## config.mk

```make
export PLATFORM = sky130hd
export DESIGN_NAME = variable_delay_line
export DESIGN_NICKNAME = d
export VERILOG_FILES = /design/src/rtl/delay_pkg.sv /design/src/rtl/delay_stage.sv /design/src/rtl/variable_delay_line.sv
export SDC_FILE = /design/constraint.sdc
export NUM_CORES = 1
export LEC_CHECK = 0
export CAP_MARGIN = 20
export CORE_ASPECT_RATIO = 0.8
export CORE_MARGIN = 10
export CORE_UTILIZATION = 30
export CTS_BUF_LIST = sky130_fd_sc_hd__clkbuf_4
export CTS_CLUSTER_SIZE = 28
export DETAILED_ROUTE_END_ITERATION = 8
export GPL_TIMING_DRIVEN = 1
export PLACE_DENSITY_LB_ADDON = 0.15
export SYNTH_ARGS = -nofsm -noshare
export SYNTH_HDL_FRONTEND = slang
export SYNTH_SLANG_ARGS = --single-unit
```

## constraint.sdc

```tcl
create_clock -name clk -period 6.14 [get_ports clk]
set_input_delay 0.614 -clock clk [delete_from_list [all_inputs] [get_ports clk]]
set_output_delay 0.614 -clock clk [all_outputs]
set_load 0.01 [all_outputs]
```

## src/rtl/delay_pkg.sv

```systemverilog
// Shared definitions for the variable delay line.
//   clog2        : ceiling log2, used to size the delay/level fields
//   DELAY_BYPASS : delay value that selects the zero-latency bypass path
package delay_pkg;

  localparam int DELAY_BYPASS = 0;

  // Smallest r with 2**r >= value. Used on MAX_DELAY+1, so the result is
  // wide enough to hold every value 0..MAX_DELAY.
  function automatic int clog2(input int value);
    int r;
    r = 0;
    for (int i = 0; i < 31; i++) begin
      if ((1 << i) < value) r = i + 1;
    end
    return r;
  endfunction

endpackage

```

## src/rtl/delay_stage.sv

```systemverilog
// One storage stage of the delay line: a W-bit register with async reset,
// clock enable and a synchronous clear that overrides the enable.
//   clk   : clock
//   rst   : async active-high reset
//   ce_i  : load d_i when 1
//   clr_i : synchronous clear, priority over ce_i
//   d_i   : next stage contents
//   q_o   : stage contents
module delay_stage #(
  parameter int W = 9
) (
  input  logic         clk,
  input  logic         rst,
  input  logic         ce_i,
  input  logic         clr_i,
  input  logic [W-1:0] d_i,
  output logic [W-1:0] q_o
);

  logic [W-1:0] data_q;

  always_ff @(posedge clk or posedge rst) begin
    if (rst)        data_q <= '0;
    else if (clr_i) data_q <= '0;
    else if (ce_i)  data_q <= d_i;
  end

  assign q_o = data_q;

endmodule

```

## src/rtl/variable_delay_line.sv

```systemverilog
// Delay line with a run-time selectable delay of 0..MAX_DELAY cycles,
// clock-enable stall, per-sample valid, synchronous flush and occupancy.
//   clk, rst  : clock, async active-high reset
//   ce        : pipeline advances only when 1 (input dropped when 0)
//   flush     : synchronous clear of every stage and level, beats ce
//   delay     : selected delay; values above MAX_DELAY saturate
//   ivalid    : input sample valid, idata: input sample
//   ovalid    : output valid, odata: output sample (0 when not valid)
//   level     : count of valid samples held in the stages
//   delay_err : registered, delay sampled at last edge exceeded MAX_DELAY
module variable_delay_line
  import delay_pkg::*;
#(
  parameter  int N         = 8,
  parameter  int MAX_DELAY = 16,
  localparam int DW        = clog2(MAX_DELAY + 1)
) (
  input  logic          clk,
  input  logic          rst,
  input  logic          ce,
  input  logic          flush,
  input  logic [DW-1:0] delay,
  input  logic          ivalid,
  input  logic [N-1:0]  idata,
  output logic          ovalid,
  output logic [N-1:0]  odata,
  output logic [DW-1:0] level,
  output logic          delay_err
);

  // Each stage is {valid, data}; data is forced to 0 for invalid samples so
  // a tap of an empty stage already reads as all-zero.
  logic [MAX_DELAY-1:0][N:0] stage_d;
  logic [MAX_DELAY-1:0][N:0] stage_q;

  assign stage_d[0] = {ivalid, ivalid ? idata : {N{1'b0}}};

  for (genvar k = 1; k < MAX_DELAY; k++) begin : g_shift
    assign stage_d[k] = stage_q[k-1];
  end

  for (genvar k = 0; k < MAX_DELAY; k++) begin : g_stage
    delay_stage #(.W(N + 1)) u_stage (
      .clk   (clk),
      .rst   (rst),
      .ce_i  (ce),
      .clr_i (flush),
      .d_i   (stage_d[k]),
      .q_o   (stage_q[k])
    );
  end

  // Effective delay saturates at MAX_DELAY.
  logic          over_range;
  logic [DW-1:0] de;

  assign over_range = (delay > DW'(MAX_DELAY));
  assign de         = over_range ? DW'(MAX_DELAY) : delay;

  // Tap select: de=k picks stage k-1. A compare loop keeps index widths
  // clean for any MAX_DELAY.
  logic [N:0] tap;

  always_comb begin
    tap = '0;
    for (int k = 0; k < MAX_DELAY; k++) begin
      if (de == DW'(k + 1)) tap = stage_q[k];
    end
  end

  logic byp_v;
  assign byp_v = ivalid & ce;

  always_comb begin
    if (de == DW'(DELAY_BYPASS)) begin
      ovalid = byp_v;
      odata  = byp_v ? idata : '0;
    end else begin
      ovalid = tap[N];
      odata  = tap[N] ? tap[N-1:0] : '0;
    end
  end

  // Occupancy: +1 for an accepted valid, -1 for a valid leaving the last
  // stage. A full line always has a valid last stage, so no wrap.
  logic [DW-1:0] level_d, level_q;

  always_comb begin
    level_d = level_q;
    if (flush)   level_d = '0;
    else if (ce) level_d = level_q + DW'(ivalid) - DW'(stage_q[MAX_DELAY-1][N]);
  end

  logic delay_err_q;

  always_ff @(posedge clk or posedge rst) begin
    if (rst) begin
      level_q     <= '0;
      delay_err_q <= 1'b0;
    end else begin
      level_q     <= level_d;
      delay_err_q <= over_range;
    end
  end

  assign level     = level_q;
  assign delay_err = delay_err_q;

endmodule

```

## After elaboration in Yosys (flattened, before gate mapping)

Index checks and enable logic that the tools add are counted.

- Bits in registers: 150
- Bits in latches: 0
- Bits in writable memories: 0
- Bits in read-only memories: 0
- Bits of input ports: 18
- Output and inout port bits: 15
- Memories: 0

- $add $sub $neg: 2
- Multipliers: 0
- Div/mod/pow operators: 0
- Magnitude comparators: 1
- Eq/ne operators: 16
- Shift-type cells: 0
- Mux-type cells: 56
- Bitwise gates (word level): 1
- Reduce and logical (&&, ||, !) cells: 2

Operators with widths:

| cell | count |
|---|---|
| $mux 9 | 48 |
| $eq 5x4->1 const B | 8 |
| $mux 8 | 4 |
| $eq 5x3->1 const B | 4 |
| $mux 5 | 3 |
| $eq 5x2->1 const B | 2 |
| $add 5x1->5 | 1 |
| $eq 5x1->1 const B | 1 |
| $eq 5x5->1 const B | 1 |
| $gt 5x5->1 const B | 1 |
| $logic_not 5->1 | 1 |
| $sub 5x1->5 | 1 |
| $reduce_bool 2->1 | 1 |
| $and 1x1->1 | 1 |
| $mux 1 | 1 |

## Longest topological paths before layout

- Depth in word-level cells: 21
- Gate-level depth with buffers: 11

## Hierarchy

From an unflattened synthesis, not the netlist that was laid out.

- Cells, all modules: 813
- Area, all modules: 8154.1 um2

Modules (own cells, without submodules):

| module | times used | cells an instance | area an instance (um2) | sequential area each (um2) |
|---|---|---|---|---|
| delay_stage | 16 | 30 | 367.9 | 225.2 |
| variable_delay_line | 1 | 333 | 2268.4 | 150.1 |

## Worst setup path before layout

Ideal clock, no wire load.

- Kind: input -> output
- Start: input delay[3]
- End: output odata[7]
- Arrival time: 2.054 ns
- Data required time: 5.526 ns
- Setup slack: 3.472 ns
- Stages on the path: 7
- Path buffers: 1
- Path through: buf_4 > nor2_2 > nand2_1 > o32ai_1 > a211o_2 > o211ai_2 > o31ai_1

- Word-level cells in the longest chain between the ends: 21
- Elaborated cells between the ends (all ways): 37
- Classes of those cells: order compare: 1; eq/ne: 16; mux: 19; reduce/logical: 1

RTL lines:

| item | RTL line | source |
|---|---|---|
| from (decl) | variable_delay_line.sv:22 | `input logic [DW-1:0] delay,` |
| $gt 5x5->1 | variable_delay_line.sv:57 | `assign over_range = (delay > DW'(MAX_DELAY));` |
| $mux 5 * | variable_delay_line.sv:58 | `assign de = over_range ? DW'(MAX_DELAY) : delay;` |
| $eq 5x1->1 | variable_delay_line.sv:67 | `if (de == DW'(k + 1)) tap = stage_q[k];` |
| $mux 9 (16 in a row) | variable_delay_line.sv:67 |  |
| $mux 8 | variable_delay_line.sv:80 | `odata = tap[N] ? tap[N-1:0] : '0;` |
| $mux 8 * | variable_delay_line.sv:75 | `if (de == DW'(DELAY_BYPASS)) begin` |
| to (decl) | variable_delay_line.sv:26 | `output logic [N-1:0] odata,` |

Every way passes the cells marked *; elsewhere a longest branch is shown, timed or not.

## Worst setup path in the final report

- Start: input delay[2]
- End: output odata[7]

Same word-level chain as after synthesis.

==> results.toml <==
[clocking]
cts_buffers = 17
post_cts_resized = 0
cts_tree = "built"
htreeDepth = 4
clockRootBuffer = "clkbuf_4"
clock_latency_ns = 0.59
clock-sinks = 150
clkTransAtPathRegs_ns = 0.12
clock_path_buffers = 2
holdBufCountCts = 0
post_cts_buffers = 0

[final_layout]
multiInputGateArea_um2 = 3790
nFillCells = 2716
diodes = 0
final_cell_count_no_fill = 1149
nets = 803
post-route-cell-area_um2 = 8700
area_growth_pct = 10.3
post_route_cells_drive_above_1_share = 0.0859
register_area_um2 = 3750

[placement]
placed_cells = 1117
placed_cell_area_um2 = 8430
placement.io_buffers = 32
gp_routability_congestion = 0.817
hpwlAfterDp_um = 14800

[floorplan]
die_area_um2 = 33200
start_util = 0.303
die_y_um = 165
placementRows = 53
core_region_area_um2 = 26100
io_pins = 33
die_width_um = 201

[detailed_routing]
avgRoutedWirePerCell_um = 19.0
drc = 0
detail-route-antenna-nets = 0
routed_via_density = 4.96
wirelength_um = 21900
first_pass_iters = 5
drt_iter0_drc = 387
vias = 5704

[sta]
tns_ns = 0
worst_pin_slew_ns = 1.06
drv_slew = 0
rsz0062_at_grt = "no"
setup_viol = 0
skew_ns = 0.0167
fin_crit_ns = 4.54
max_slew_margin = 0.291
hold_viol_final = 0
max_freq_mhz = 220
hold_ws_ns = 0.536
finalCritPeriodShare = 0.740

[synthesis]
syn-num-nets = 801
ys_top_cells_by_count = "nor2_1 (154), mux2i_1 (153), dfrtp_1 (150), nand2_1 (34), a21oi_1 (28)"
synth_warnings = 0
synth_edf_count = 0
ys_ff_latch = 150
synth_async_sr_flop_share = 1.00
synth_cells = 777
netlist_area_um2 = 7890
synth_ff_type = "dfrtp_1"
post-synth-top-area-cell = "dfrtp_1"
ys_seq_area_frac = 0.476
synth.avg_cell_area_um2 = 10.2
synth.most_common_cell = "nor2_1"
synth_area_leaders = "dfrtp_1 (48%), mux2i_1 (19%), nor2_1 (7.3%)"
synth_top_area_share = 0.476
synth.distinct_cells = 60

[global_routing]
grt_max_degree = 99
grt_first_pass_wirelength_um = 35200
grt_pass1_vias = 5891
grt_usage = 0.135
antenna_found_initial = 0
grt_overflow = 0

[job]
drv_cap = 0

[critical_path]
end_kind = "primary output"
crit_path_max_fanout = 28
worstPathRequired_ns = 5.53
cp_data_arrival_time_ns = 3.93
crit_type = "in -> out"
start_kind = "input pin"

[power_and_ir_drop]
clockPowerShare = 0.332
p_comb_frac = 0.125
switching_power_w = 0.000527
power_density_nw_per_um2 = 213
pwr-share-seq = 0.543
p_sw_frac = 0.285
ir_drop_v = 0.000124
internal_power_w = 0.00132
total_power_w = 0.00185
power_leakage_nw = 4.02

[run_status]
status = "finished clean"

[hold_path]
hold_path_class = "reg -> reg"
==> state kept, by name, indices dropped and copies added, names as in the netlist <==
name,cells
g_stage.u_stage.q_o,144
delay_err,1
level,5
==> final cells by class <==
type                            instances  share of cell area
Multi-Input combinational cell        555               0.436
Clock inverter                         14              0.0155
Clock buffer                           18              0.0155
Tap cell                              357              0.0513
Inverter                               13             0.00618
Timing Repair Buffer                   42              0.0444
Sequential cell                       150               0.431
==> through the flow <==
| step | util | worst slack, ns |
|---|---|---|
| after global routing | 0.334 | 1.31 |
| final | 0.334 | 1.60 |
| after global placement | 0.323 | 1.69 |
| after CTS | 0.334 | 1.64 |
| after detailed placement | 0.323 | 1.65 |
| after floorplan | - | 1.49 |
==> power groups by stage <==
stage	combinational [W]	clock [W]	sequential [W]
6_report	0.000232	0.000615	0.00100
5_1_grt	0.000255	0.000682	0.00101
4_1_cts	0.000236	0.000641	0.00100
3_5_place_dp	0.000236	0	0.00102
3_3_place_gp	0.000237	0	0.00102
2_1_floorplan	0.000161	0	0.00102
==> kinds of logic after synthesis <==
logic type / Yosys count / synth area share
buffers and inverters: 72 / 0.0447
flip-flops: 150 / 0.476
adder cells (fa/ha/maj): 6 / 0.0105
AO/OA/AOI/OAI: 113 / 0.0970
AND/OR/NAND/NOR: 265 / 0.148
XOR/XNOR: 4 / 0.00444
multiplexers: 167 / 0.220
==> final timing paths <==
kind,slack [ns],cells after the start,end,from
min in group asynchronous,0.60,2,g_stage[9].u_stage.q_o[7],rst
hold / removal,0.54,2,g_stage[15].u_stage.q_o[0],g_stage[15].u_stage.q_o[0]
max in group asynchronous,4.29,3,g_stage[5].u_stage.q_o[5],rst
setup reg to reg,3.74,10,level[4],g_stage[15].u_stage.q_o[8]
hold reg to reg,0.54,2,g_stage[15].u_stage.q_o[0],g_stage[15].u_stage.q_o[0]
setup / recovery,1.60,8,odata[7],delay[2]
==> metal layers <==
layer	track usage	wire, µm
met1	0.192	11000
met3	0.0287	671
met2	0.206	10000
met4	0.0320	183
met5	0	0
==> critical path, stage by stage <==
cell and delay [ns]:
clkdlybuf4s50_1 1.17, nand3b_1 0.39, nor3_1 0.27, nor4_1 0.08, a31oi_1 0.24, o211ai_2 0.24
o31ai_1 0.32, clkdlybuf4s50_1 0.59
==> placed cells by master, fill, tap and decap left out, drive strengths merged, types with 8 or more instances in the layout <==
| cell type | instances |
|---|---|
| mux2 | 10 |
| nor2 | 156 |
| a21oi | 28 |
| clkbuf | 19 |
| nor3 | 14 |
| clkinv | 9 |
| inv | 14 |
| nand3 | 14 |
| clkdlybuf4s50 | 28 |
| nor2b | 12 |
| nand2 | 34 |
| o22ai | 8 |
| o21ai | 26 |
| nand2b | 15 |
| dfrtp | 150 |
| mux2i | 153 |
| buf | 13 |
Power figures use the tool's default switching activity.
